$ cat config.mk
export PLATFORM = sky130hd
export DESIGN_NAME = wb_stage
export DESIGN_NICKNAME = d
export VERILOG_FILES = /design/src/rtl/rv32i_types.sv /design/src/rtl/wb_stage_load_align.sv /design/src/rtl/wb_stage.sv
export SDC_FILE = /design/constraint.sdc
export NUM_CORES = 1
export LEC_CHECK = 0
export CORE_MARGIN = 5
export CORE_UTILIZATION = 40
export CTS_CLUSTER_SIZE = 8
export DETAILED_ROUTE_END_ITERATION = 12
export DONT_BUFFER_PORTS = 1
export PLACE_DENSITY = 0.63
export REMOVE_ABC_BUFFERS = 1
export SLEW_MARGIN = 0
export SYNTH_ARGS = -nofsm -noshare
export SYNTH_HDL_FRONTEND = slang
export SYNTH_SLANG_ARGS = --single-unit
$ cat constraint.sdc
create_clock -name clk -period 4.8 [get_ports clk]
set_input_delay 0.96 -clock clk [delete_from_list [all_inputs] [get_ports clk]]
set_output_delay 0.96 -clock clk [all_outputs]
set_load 0.03 [all_outputs]
$ cat src/rtl/rv32i_types.sv
// Shared types for the RV32I writeback stage: FSM states, writeback control,
// load funct3 encodings and the MEM/WB pipeline register payload.
package rv32i_types;

  typedef enum logic [1:0] {
    EMPTY = 2'd0,
    HOLD  = 2'd1,
    WAIT  = 2'd2
  } wb_state_t;

  typedef enum logic [1:0] {
    WB_SEL_ALU = 2'd0,
    WB_SEL_BR  = 2'd1,
    WB_SEL_PC4 = 2'd2,
    WB_SEL_MEM = 2'd3
  } wb_sel_t;

  localparam logic [2:0] LD_F3_LB  = 3'b000;
  localparam logic [2:0] LD_F3_LH  = 3'b001;
  localparam logic [2:0] LD_F3_LW  = 3'b010;
  localparam logic [2:0] LD_F3_LBU = 3'b100;
  localparam logic [2:0] LD_F3_LHU = 3'b101;

  typedef struct packed {
    logic       regf_we;
    logic       is_load;
    wb_sel_t    wb_sel;
    logic [2:0] ld_funct3;
  } wb_ctrl_t;

  typedef struct packed {
    logic [31:0] pc;
    logic [63:0] order;
    wb_ctrl_t    wb_ctrl;
    logic [4:0]  rd_s;
    logic        br_en;
    logic [31:0] alu_out;
    logic [31:0] dmem_addr;
  } mem_wb_stage_reg_t;

endpackage

$ cat src/rtl/wb_stage_load_align.sv
// Extracts and extends the loaded byte/halfword/word from the raw read word.
module load_align
  import rv32i_types::*;
(
  input  logic [31:0] rdata,
  input  logic [1:0]  off,
  input  logic [2:0]  funct3,
  output logic [31:0] value
);

  logic [7:0]  byte_sel;
  logic [15:0] half_sel;

  always_comb begin
    byte_sel = rdata[7:0];
    case (off)
      2'd0:    byte_sel = rdata[7:0];
      2'd1:    byte_sel = rdata[15:8];
      2'd2:    byte_sel = rdata[23:16];
      default: byte_sel = rdata[31:24];
    endcase
    half_sel = off[1] ? rdata[31:16] : rdata[15:0];
  end

  // Unknown funct3 yields zero; the instruction still retires upstream of here.
  always_comb begin
    value = '0;
    case (funct3)
      LD_F3_LB:  value = {{24{byte_sel[7]}}, byte_sel};
      LD_F3_LBU: value = {24'd0, byte_sel};
      LD_F3_LH:  value = {{16{half_sel[15]}}, half_sel};
      LD_F3_LHU: value = {16'd0, half_sel};
      LD_F3_LW:  value = rdata;
      default:   value = '0;
    endcase
  end

endmodule

$ cat src/rtl/wb_stage.sv
// Writeback stage: holds one MEM/WB payload, waits for load data if needed,
// retires it to the register file and counts retired instructions.
module wb_stage
  import rv32i_types::*;
#(
  parameter int CNT_W = 64
) (
  input  logic              clk,
  input  logic              rst,
  input  logic              mem_wb_valid,
  input  mem_wb_stage_reg_t mem_wb_reg,
  output logic              wb_ready,
  input  logic [31:0]       dmem_rdata,
  input  logic              dmem_resp,
  output logic              rd_we,
  output logic [4:0]        rd_s,
  output logic [31:0]       rd_v,
  output logic              commit_valid,
  output logic [63:0]       commit_order,
  output logic [CNT_W-1:0]  retired_cnt,
  output wb_state_t         dbg_state
);

  wb_state_t         state_q, state_d;
  mem_wb_stage_reg_t hold_q, hold_d;
  logic [CNT_W-1:0]  cnt_q, cnt_d;

  logic        retire;
  logic        capture;
  logic [31:0] ld_val;
  logic [31:0] wb_val;
  logic        unused_addr_bits;

  // Handshake: payload moves on mem_wb_valid && wb_ready at the rising edge;
  // wb_ready drops only while a held load is still waiting for dmem_resp.
  assign wb_ready = (state_q != WAIT) || dmem_resp;
  assign capture  = mem_wb_valid && wb_ready;
  assign retire   = (state_q == HOLD) || ((state_q == WAIT) && dmem_resp);

  always_comb begin
    state_d = state_q;
    hold_d  = hold_q;
    cnt_d   = cnt_q;
    if (retire) begin
      cnt_d   = cnt_q + CNT_W'(1);
      state_d = EMPTY;
    end
    if (capture) begin
      hold_d  = mem_wb_reg;
      state_d = mem_wb_reg.wb_ctrl.is_load ? WAIT : HOLD;
    end
  end

  always_ff @(posedge clk or negedge rst) begin
    if (!rst) begin
      state_q <= EMPTY;
      hold_q  <= '0;
      cnt_q   <= '0;
    end else begin
      state_q <= state_d;
      hold_q  <= hold_d;
      cnt_q   <= cnt_d;
    end
  end

  load_align u_load_align (
    .rdata  (dmem_rdata),
    .off    (hold_q.dmem_addr[1:0]),
    .funct3 (hold_q.wb_ctrl.ld_funct3),
    .value  (ld_val)
  );

  assign unused_addr_bits = ^hold_q.dmem_addr[31:2];

  always_comb begin
    wb_val = '0;
    case (hold_q.wb_ctrl.wb_sel)
      WB_SEL_ALU: wb_val = hold_q.alu_out;
      WB_SEL_BR:  wb_val = {31'd0, hold_q.br_en};
      WB_SEL_PC4: wb_val = hold_q.pc + 32'd4;
      WB_SEL_MEM: wb_val = ld_val;
      default:    wb_val = '0;
    endcase
  end

  // Outputs are forced to zero whenever nothing retires.
  assign commit_valid = retire;
  assign rd_we        = retire && hold_q.wb_ctrl.regf_we && (hold_q.rd_s != 5'd0);
  assign rd_s         = retire ? hold_q.rd_s : 5'd0;
  assign rd_v         = retire ? wb_val : 32'd0;
  assign commit_order = retire ? hold_q.order : 64'd0;
  assign retired_cnt  = cnt_q;
  assign dbg_state    = state_q;

endmodule

==> run metrics <==
largest net degree at the start of global routing=209; Die Area=29800 sq um; Worst-Margin Slew=1080 ps; Synth area leaders=dfrtp_1 49%, mux2_2 15%, and2_1 4.4%; Final Cycle Share=90.3%; skew final=8.69 ps; DR WL/cell=23.3 microns; Leakage=4.96 nW; flop2flop setup slack=1630 ps; Hold Buf Count CTS=0; RSZ-0062 raised after global routing=no; Clock Latency Late Sink=530 ps; switching share of power=30.1%; Final Total Pwr=4.93 mW; Fmax=0.231 GHz; IO buf count=0; router iterations before antenna repair=6; critical path endpoint category=primary output; P_sw=1.48 mW; Final Hold Vio Count=0; Pwr Density=416 nW/um^2; required time of the critical path=3840 ps; Clock transition at path regs=50 ps; syn avg cell area=11.3 sq um; CP Cell Sequence=nor3b_1 > a22oi_1 > a21oi_1 > a221oi_1 > a31oi_1; clock power share=37.1%; largest area contributor in the netlist=dfrtp_1; Top FF cell, synth=dfrtp_1; CP max stage cell=a21oi_1; post-synthesis sequential area ratio=49.2%; combinational power share=18.4%; post-synth top area share=49.2%; Final WS setup=466 ps; Area Growth Syn to Fin=12.1%; yosys warns=0; Setup Slack @ Placement=931 ps; Max rail drop VDD=0.328 mV; #FFs+latches synth=208; Async SR Flop Fraction=100%; Hold WC Path Type=input port to asynchronous set/reset pin; fin crit period=4330 ps; io pins=379; Routed WL=30200 microns; post-synthesis cell count=940; endpoints failing setup=0; Die X=173 microns; FP Rows=59; maximum root-to-sink buffer count=3; layout cell share with drive strength beyond 1=23.9%; CTS tree=built; Final Wtd Congestion=0.888; first-pass GRT wire length=46700 microns; post_cts resized=0; Yosys cell types=52; Crit Path Class=flop to primary output; via/cell ratio=5.89; EDFF count, synth=0; Int Pwr=3.45 mW; Root Driver=clkbuf_16; Chip Height=173 microns; Critical Path AT=3370 ps; mapped cell area=10600 sq um; CP startpoint kind=flop; Setup Buffers After CTS=0; CP max FO=16; DPL Wire Length=21900 microns; TNS Setup=0 ps; H-tree Lvls=1; most frequent cells in the layout=208 x dfrtp_1, 145 x mux2_2, 75 x and2_1; final max-slew violation count=0; CTS sink count=208; Slew HR=27.8%; status=finished clean; DR iter-0 viols=568; commonest non-fill, non-tap cell in the layout=dfrtp_1; critical path's top delay family=compound AO/OA/AOI/OAI gates; gr usage total=19.3%; total core area=26100 sq um; CTS Buf Count=30; Initial Util=40.6%; Crit path largest cell delay=820 ps; sequential share of power=44.5%; post-layout net count=1162; vias in the first global route=7825; critical path buffer and inverter count=0; Max-Cap Viols=0; Final ANT Viol Nets=0; DRC errors left=0; initial antenna violation count=5; routed vias=7622; total gr overflow=0
stage by stage:
stage	hold slack (ps)	utilization [%]	cell area, sq um	instances
3_3_place_gp	479	42.4	11000	1254
3_5_place_dp	485	42.4	11000	1254
5_1_grt	103	45.5	11900	1293
2_1_floorplan	471	-	10400	891
4_1_cts	97.9	45.4	11800	1289
6_report	128	45.5	11900	1293
sequential cells by signal (all words and copies together), names as in the netlist:
signal       flops
hold_q         142
retired_cnt     64
dbg_state        2
cell type report:
class / instances / area, sq um
antenna: 4 / 10.0
clock buffer: 34 / 787
clock inverter: 1 / 7.51
fill: 2411 / 14200
inverter: 19 / 71.3
multi-input combinational: 664 / 5100
sequential: 208 / 5200
tap: 335 / 419
timing repair buffer: 28 / 248
routing by layer:
metal,GRT usage (%),share of wire (%),vias up
met5,0,0.030,-
met4,6.01,2.6,2
met3,6.18,9.4,65
met2,31.9,48,348
met1,24.2,39,3815
li1,-,-,3392
synthesized netlist by cell type (all sizes together), types with 8 or more instances:
cell,n
nand3,34
clkbuf,37
inv,19
xnor2,38
a221oi,11
nor2,38
mux2,145
and2,75
buf,12
and3,8
xor2,48
nor3,27
nand4,24
nor4,25
dfrtp,208
mux2i,8
nand2,54
o21ai,23
o22ai,12
and4,9
a21oi,12
cell families (layout without fill, tap and decap cells):
family / count (synthesis) / after routing / synth area share, %
adders and majority gates: 2 / 2 / 0.237
muxes: 160 / 160 / 17.7
AOI/OAI and AO/OA: 101 / 101 / 6.73
other: 0 / 4 / 0
and+or+nand+nor: 315 / 315 / 16.4
xor gates and xnor gates: 86 / 86 / 7.12
DFF: 208 / 208 / 49.2
buffers and inverters: 68 / 82 / 2.60
path summary, 6_finish.rpt:
check / start / end / cells past startpoint
setup reg to reg: dbg_state[0] / retired_cnt[54] / 8
min in group clk: hold_q[108] / hold_q[108] / 1
hold / removal: rst / retired_cnt[29] / 0
setup / recovery: hold_q[1] / rd_v[17] / 5
hold reg to reg: hold_q[108] / hold_q[108] / 1
max in group asynchronous: rst / hold_q[60] / 0
power by group through the flow:
| stage | clock [mW] | combinational (mW) | sequential, mW |
|---|---|---|---|
| 2_1_floorplan | 0 | 0.745 | 2.15 |
| 3_3_place_gp | 0 | 0.901 | 2.21 |
| 3_5_place_dp | 0 | 0.908 | 2.22 |
| 4_1_cts | 1.90 | 0.912 | 2.19 |
| 5_1_grt | 1.96 | 0.975 | 2.22 |
| 6_report | 1.83 | 0.907 | 2.19 |
Power figures use the tool's default switching activity.
